[src/rtl/upe_pkg.sv]
// Shared definitions for the UPE datapath.
// UPE_LIMB is the limb width that one pipeline adder stage handles.
// upe_nlimb() gives the number of limbs, and so the number of stages, for an operand width.
package upe_pkg;

  localparam int UPE_LIMB = 32;

  typedef logic [UPE_LIMB-1:0] upe_limb_t;

  function automatic int upe_nlimb(input int width);
    return width / UPE_LIMB;
  endfunction

endpackage

[src/rtl/upe_addsub_pipe_if.sv]
// Valid/ready bus for the pipelined add/sub unit.
// Input side : in_valid/in_ready handshake, operands in_a/in_b, in_sub (mode), in_cin.
// Output side: out_valid/out_ready handshake, out_sum, out_cout, out_ovf.
// master = the producer/consumer around the unit; slave = the unit itself.
interface upe_addsub_pipe_if #(
  parameter int WIDTH = 64
) ();

  logic             in_valid;
  logic             in_ready;
  logic [WIDTH-1:0] in_a;
  logic [WIDTH-1:0] in_b;
  logic             in_sub;
  logic             in_cin;
  logic             out_valid;
  logic             out_ready;
  logic [WIDTH-1:0] out_sum;
  logic             out_cout;
  logic             out_ovf;

  modport master (
    output in_valid, in_a, in_b, in_sub, in_cin, out_ready,
    input  in_ready, out_valid, out_sum, out_cout, out_ovf
  );

  modport slave (
    input  in_valid, in_a, in_b, in_sub, in_cin, out_ready,
    output in_ready, out_valid, out_sum, out_cout, out_ovf
  );

endinterface

[src/rtl/upe_addsub_pipe_add_limb.sv]
// One registered 32-bit limb stage of the pipelined adder/subtractor.
// Inputs : a, b (limb operands), sub (invert b), cin (carry into this limb),
//          valid_in (beat valid), hold (freeze all registers).
// Outputs: sum, cout, msb_a, msb_b (MSB of b after optional inversion), valid;
//          all registered and cleared by rst.
module upe_add_limb
  import upe_pkg::*;
(
  input  logic      clk,
  input  logic      rst,
  input  upe_limb_t a,
  input  upe_limb_t b,
  input  logic      sub,
  input  logic      cin,
  input  logic      valid_in,
  input  logic      hold,
  output upe_limb_t sum,
  output logic      cout,
  output logic      msb_a,
  output logic      msb_b,
  output logic      valid
);

  upe_limb_t         b_eff;
  logic [UPE_LIMB:0] total;
  upe_limb_t         sum_d, sum_q;
  logic              cout_d, cout_q;
  logic              msb_a_d, msb_a_q;
  logic              msb_b_d, msb_b_q;
  logic              valid_d, valid_q;

  always_comb begin
    b_eff   = sub ? ~b : b;
    total   = {1'b0, a} + {1'b0, b_eff} + {{UPE_LIMB{1'b0}}, cin};
    sum_d   = sum_q;
    cout_d  = cout_q;
    msb_a_d = msb_a_q;
    msb_b_d = msb_b_q;
    valid_d = valid_q;
    if (!hold) begin
      sum_d   = total[UPE_LIMB-1:0];
      cout_d  = total[UPE_LIMB];
      msb_a_d = a[UPE_LIMB-1];
      msb_b_d = b_eff[UPE_LIMB-1];
      valid_d = valid_in;
    end
  end

  always_ff @(posedge clk) begin
    if (rst) begin
      sum_q   <= '0;
      cout_q  <= 1'b0;
      msb_a_q <= 1'b0;
      msb_b_q <= 1'b0;
      valid_q <= 1'b0;
    end else begin
      sum_q   <= sum_d;
      cout_q  <= cout_d;
      msb_a_q <= msb_a_d;
      msb_b_q <= msb_b_d;
      valid_q <= valid_d;
    end
  end

  assign sum   = sum_q;
  assign cout  = cout_q;
  assign msb_a = msb_a_q;
  assign msb_b = msb_b_q;
  assign valid = valid_q;

endmodule

[src/rtl/upe_addsub_pipe.sv]
// Pipelined WIDTH-bit adder/subtractor, one 32-bit limb per stage, carry registered
// between stages. Accepts one beat per cycle on a valid/ready bus.
// Ports: clk, rst (synchronous, active-high), bus (slave side of upe_addsub_pipe_if:
//        in_valid/in_ready/in_a/in_b/in_sub/in_cin, out_valid/out_ready/out_sum/out_cout/out_ovf).
// Limb k of the operands is delayed k cycles (skew) so it meets the carry from limb k-1;
// the sum of limb k is delayed NLIMB-1-k cycles (deskew) so all limbs leave together.
// WIDTH must be a multiple of 32 and match the bus WIDTH.
module upe_addsub_pipe
  import upe_pkg::*;
#(
  parameter int WIDTH = 64
) (
  input logic               clk,
  input logic               rst,
  upe_addsub_pipe_if.slave  bus
);

  localparam int NLIMB = upe_nlimb(WIDTH);
  localparam int LAST  = NLIMB - 1;
  localparam int SKW   = 2 * UPE_LIMB + 1;  // {sub, a limb, b limb}

  logic       stall;
  upe_limb_t  st_a     [NLIMB];
  upe_limb_t  st_b     [NLIMB];
  logic       st_sub   [NLIMB];
  logic       st_cin   [NLIMB];
  upe_limb_t  st_sum   [NLIMB];
  logic       st_cout  [NLIMB];
  logic       st_msb_a [NLIMB];
  logic       st_msb_b [NLIMB];
  logic       st_valid [NLIMB];
  upe_limb_t  res_limb [NLIMB];
  logic [WIDTH-1:0] sum_cat;

  // Freezing every register while the output is blocked keeps beats aligned
  // with their carries across the skew/deskew chains.
  assign stall        = st_valid[LAST] & ~bus.out_ready;
  assign bus.in_ready = ~stall;

  for (genvar gi = 0; gi < NLIMB; gi++) begin : g_limb
    localparam int DD = LAST - gi;
    logic [SKW-1:0] skew_in;

    assign skew_in = {bus.in_sub, bus.in_a[gi*UPE_LIMB +: UPE_LIMB], bus.in_b[gi*UPE_LIMB +: UPE_LIMB]};

    if (gi == 0) begin : g_noskew
      assign {st_sub[gi], st_a[gi], st_b[gi]} = skew_in;
      // Subtract forces a carry-in of 1 to form the two's complement of B.
      assign st_cin[gi] = bus.in_sub | bus.in_cin;
    end else begin : g_skew
      logic [SKW-1:0] skew_d [gi];
      logic [SKW-1:0] skew_q [gi];

      always_comb begin
        skew_d[0] = skew_in;
        for (int j = 1; j < gi; j++) begin
          skew_d[j] = skew_q[j-1];
        end
      end

      always_ff @(posedge clk) begin
        if (rst) begin
          skew_q <= '{default: '0};
        end else if (!stall) begin
          skew_q <= skew_d;
        end
      end

      assign {st_sub[gi], st_a[gi], st_b[gi]} = skew_q[gi-1];
      assign st_cin[gi] = st_cout[gi-1];
    end

    upe_add_limb u_limb (
      .clk      (clk),
      .rst      (rst),
      .a        (st_a[gi]),
      .b        (st_b[gi]),
      .sub      (st_sub[gi]),
      .cin      (st_cin[gi]),
      .valid_in ((gi == 0) ? bus.in_valid : st_valid[(gi == 0) ? 0 : gi-1]),
      .hold     (stall),
      .sum      (st_sum[gi]),
      .cout     (st_cout[gi]),
      .msb_a    (st_msb_a[gi]),
      .msb_b    (st_msb_b[gi]),
      .valid    (st_valid[gi])
    );

    if (DD == 0) begin : g_nodeskew
      assign res_limb[gi] = st_sum[gi];
    end else begin : g_deskew
      upe_limb_t dsk_d [DD];
      upe_limb_t dsk_q [DD];

      always_comb begin
        dsk_d[0] = st_sum[gi];
        for (int j = 1; j < DD; j++) begin
          dsk_d[j] = dsk_q[j-1];
        end
      end

      always_ff @(posedge clk) begin
        if (rst) begin
          dsk_q <= '{default: '0};
        end else if (!stall) begin
          dsk_q <= dsk_d;
        end
      end

      assign res_limb[gi] = dsk_q[DD-1];
    end
  end

  always_comb begin
    sum_cat = '0;
    for (int k = 0; k < NLIMB; k++) begin
      sum_cat[k*UPE_LIMB +: UPE_LIMB] = res_limb[k];
    end
  end

  assign bus.out_sum   = sum_cat;
  assign bus.out_valid = st_valid[LAST];
  assign bus.out_cout  = st_cout[LAST];
  // Signed overflow: both effective operands share a sign the result does not.
  assign bus.out_ovf   = (st_msb_a[LAST] == st_msb_b[LAST]) &
                         (st_sum[LAST][UPE_LIMB-1] != st_msb_a[LAST]);

endmodule

[src/flat_wrapper.sv]
// flat-port wrapper written by rule: the top's interface ports become plain ports
module upe_addsub_pipe_flat import upe_pkg::*;
#(
  parameter int WIDTH = 64
)
  (clk, rst, bus_in_valid, bus_in_a, bus_in_b, bus_in_sub, bus_in_cin, bus_out_ready, bus_in_ready, bus_out_valid, bus_out_sum, bus_out_cout, bus_out_ovf);
  upe_addsub_pipe_if #(.WIDTH(WIDTH)) bus_i ();
  input logic clk;
  input logic rst;
  input wire logic [$bits(bus_i.in_valid)-1:0] bus_in_valid;
  input wire logic [$bits(bus_i.in_a)-1:0] bus_in_a;
  input wire logic [$bits(bus_i.in_b)-1:0] bus_in_b;
  input wire logic [$bits(bus_i.in_sub)-1:0] bus_in_sub;
  input wire logic [$bits(bus_i.in_cin)-1:0] bus_in_cin;
  input wire logic [$bits(bus_i.out_ready)-1:0] bus_out_ready;
  output wire logic [$bits(bus_i.in_ready)-1:0] bus_in_ready;
  output wire logic [$bits(bus_i.out_valid)-1:0] bus_out_valid;
  output wire logic [$bits(bus_i.out_sum)-1:0] bus_out_sum;
  output wire logic [$bits(bus_i.out_cout)-1:0] bus_out_cout;
  output wire logic [$bits(bus_i.out_ovf)-1:0] bus_out_ovf;
  assign bus_i.in_valid = bus_in_valid;
  assign bus_i.in_a = bus_in_a;
  assign bus_i.in_b = bus_in_b;
  assign bus_i.in_sub = bus_in_sub;
  assign bus_i.in_cin = bus_in_cin;
  assign bus_i.out_ready = bus_out_ready;
  assign bus_in_ready = bus_i.in_ready;
  assign bus_out_valid = bus_i.out_valid;
  assign bus_out_sum = bus_i.out_sum;
  assign bus_out_cout = bus_i.out_cout;
  assign bus_out_ovf = bus_i.out_ovf;
  upe_addsub_pipe #(.WIDTH(WIDTH)) u_core (.clk(clk), .rst(rst), .bus(bus_i));
endmodule
[config.mk]
export PLATFORM = sky130hd
export DESIGN_NAME = upe_addsub_pipe_flat
export DESIGN_NICKNAME = d
export VERILOG_FILES = /design/src/rtl/upe_pkg.sv /design/src/rtl/upe_addsub_pipe_if.sv /design/src/rtl/upe_addsub_pipe_add_limb.sv /design/src/rtl/upe_addsub_pipe.sv /design/src/flat_wrapper.sv
export SDC_FILE = /design/constraint.sdc
export NUM_CORES = 1
export LEC_CHECK = 0
export CORE_AREA = 10 10 173 175
export CTS_CLUSTER_SIZE = 8
export DETAILED_ROUTE_END_ITERATION = 16
export DIE_AREA = 0 0 183 185
export GPL_TIMING_DRIVEN = 0
export PLACE_DENSITY = 0.68
export RECOVER_POWER = 100
export SKIP_CTS_REPAIR_TIMING = 1
export SYNTH_ARGS = -nofsm -noshare
export SYNTH_HDL_FRONTEND = slang
export SYNTH_HIERARCHICAL = 1
export SYNTH_SLANG_ARGS = --single-unit
[constraint.sdc]
create_clock -name clk -period 7.55 [get_ports clk]
set_input_delay 1.51 -clock clk [delete_from_list [all_inputs] [get_ports clk]]
set_output_delay 1.51 -clock clk [all_outputs]
set_load 0.02 [all_outputs]
==> metrics.txt <==
first-pass GRT wire length=55.4 mm; worst setup path endpoint=u_core/g_limb[0].u_limb/sum[26]; Post-Synthesis Cells=1,322; total congestion overflow=0; Final Hold Fails=0; Initial Util=41.9%; Diodes inserted=0; core box area=0.0266 sq mm; WL final=35.4 mm; CP Data Arrival Time=about 6.3 ns; crit path launch=bus_in_sub; Tcrit/Tclk final=78.3%; PD cells=approximately 200 mW/mm^2; row cnt=60; DR WL met2=17.7 mm; Top-Level Pins=202; startpoint types=input port; Clock Latency Late Sink=0.43 ns; data required time at the worst endpoint=7.92 ns; CTS tree=done; worst hold path type=reg -> reg; final worst setup slack=~1.6 ns; highest clock rate=0.169 GHz; Lkg Pwr=between 5 and 6 nW; setup violators final=0; PortBufs=about 200; met3 routed WL=2.01 mm; DR iter-0 viols=533; Top Layer Used=met5; clock sinks=approximately 170; hpwl dp=between 20 and 30 mm; synthesized area=0.0111 sq mm; Total GRT Usage=between 20% and 30%; worst vdd ir=0.159 mV; worst r2r src=u_core/g_limb[1].g_skew.skew_q[64]; transition time of the tightest slew-check pin=0.857 ns; # nets final=around 1,700; Max Slew Vio Count=0; critical path class=in -> reg; Yosys warning count=6; syn nets=about 1,500; largest net degree at the start of global routing=19; vias per std cell=around 5.4; CTS Root Cell=clkbuf_16; antenna-violating nets left=0; post-route clock skew=slightly above 0.009 ns; DR vias=10,300; Met1 Wirelength=15.1 mm; Worst slew margin=42.9%; pre-CTS setup slack=1.78 ns; reg2reg path depth=12; clk buf depth=2; Placer Congestion=0.887; RSZ-0062 raised after global routing=no; Setup crit end kind=flop; CP max FO=10; 1st-pass router iterations=5; FF-to-FF setup slack=3.09 ns; die width=183 um; Syn Area/Cell=around 8.4 sq um; TNS Setup=0 ns; Crit Reg-Reg Endpoint=u_core/g_limb[1].u_limb/cout; drt wl/cell=about 19 um; full die area=0.0339 sq mm; drt drc=0; Die H=185 um; Final min period=5.91 ns; CTS buffer count=17; Clk pin slew, worst setup/hold paths=about 0.070 ns; share of cells above drive strength 1=under 10%; initial antenna violation count=1; vias in the first global route=roughly 10,000; status=finished clean; Layout area overhead=26.0%; max cap viols=0; htree depth=4
==> worst min-delay path by stage <==
stage                                    startpoint                               to  cells past startpoint
floorplan           u_core/g_limb[0].u_limb/sum[12]  u_core/g_limb[0].u_limb/sum[12]                      2
global placement    u_core/g_limb[0].u_limb/sum[25]  u_core/g_limb[0].u_limb/sum[25]                      2
detailed placement  u_core/g_limb[0].u_limb/sum[27]  u_core/g_limb[0].u_limb/sum[27]                      2
CTS                 u_core/g_limb[0].u_limb/sum[27]  u_core/g_limb[0].u_limb/sum[27]                      2
global route        u_core/g_limb[0].u_limb/sum[28]  u_core/g_limb[0].u_limb/sum[28]                      2
finish              u_core/g_limb[1].u_limb/sum[27]  u_core/g_limb[1].u_limb/sum[27]                      2
==> final cells by class <==
type | instances | area, sq um
fillers | 2607 | 12500
well taps | 341 | 427
plain buffers | 93 | 400
repair buffers | 201 | 2010
clock inverters | 14 | 146
inverters | 27 | 103
flip-flops and latches | 167 | 3340
clock buffers | 18 | 429
multi-input cells | 1035 | 7170
==> sequential cells by signal (all words and copies together), names as in the netlist <==
register / cells
u_core/g_limb.u_limb/sum: 64
u_core/g_limb.g_skew.skew_q: 65
u_core/g_limb.u_limb/msb_a: 1
u_core/g_limb.u_limb/valid: 2
u_core/g_limb.g_deskew.dsk_q: 32
u_core/g_limb.u_limb/msb_b: 1
u_core/g_limb.u_limb/cout: 2
==> layer usage <==
| layer | GRT usage, % | up-vias |
|---|---|---|
| li1 | - | 5183 |
| met1 | 23.8 | 4802 |
| met2 | 36.7 | 287 |
| met3 | 4.60 | 38 |
| met4 | 4.92 | 2 |
| met5 | 0 | - |
==> cell usage in the layout (no fill, tap or decap), drive strengths merged, types with 71 or more instances in the layout <==
cell           instances
nand2                118
nor2                  79
a21oi                101
nand2b               109
dlygate4sd3           71
dfxtp                167
clkbuf                88
clkdlybuf4s50        130
xor2                  93
nand4bb               97
o21ai                160
==> critical path, cell delays in order <==
cell and delay, ns:
dlygate4sd3_1 0.63, clkbuf_1 0.36, clkbuf_1 0.60, xnor2_1 0.21, fa_1 0.44, fa_1 0.41, nand2b_1 0.18, a21oi_1 0.21
o21ai_0 0.28, a2111oi_0 0.79, nor2_2 0.16, or4_1 0.42, nand3_1 0.07
==> where the power goes <==
part / internal, mW / switching [mW]
logic: 0.396 / 0.524
registers: 0.989 / 0.0636
clock network: 0.443 / 0.417
==> stage by stage <==
step	area (sq um)	total power, mW	hold slack [ns]	instances	util, %
6_report	14000	2.83	0.449	1896	52.8
5_1_grt	14000	2.99	0.478	1896	52.8
4_1_cts	14100	2.88	0.459	1896	53.2
3_5_place_dp	13600	2.02	0.443	1864	51.1
3_3_place_gp	13600	2.01	0.436	1864	51.1
2_1_floorplan	11100	1.66	0.426	1322	-
Note: power is estimated with default switching activity, not from simulation.
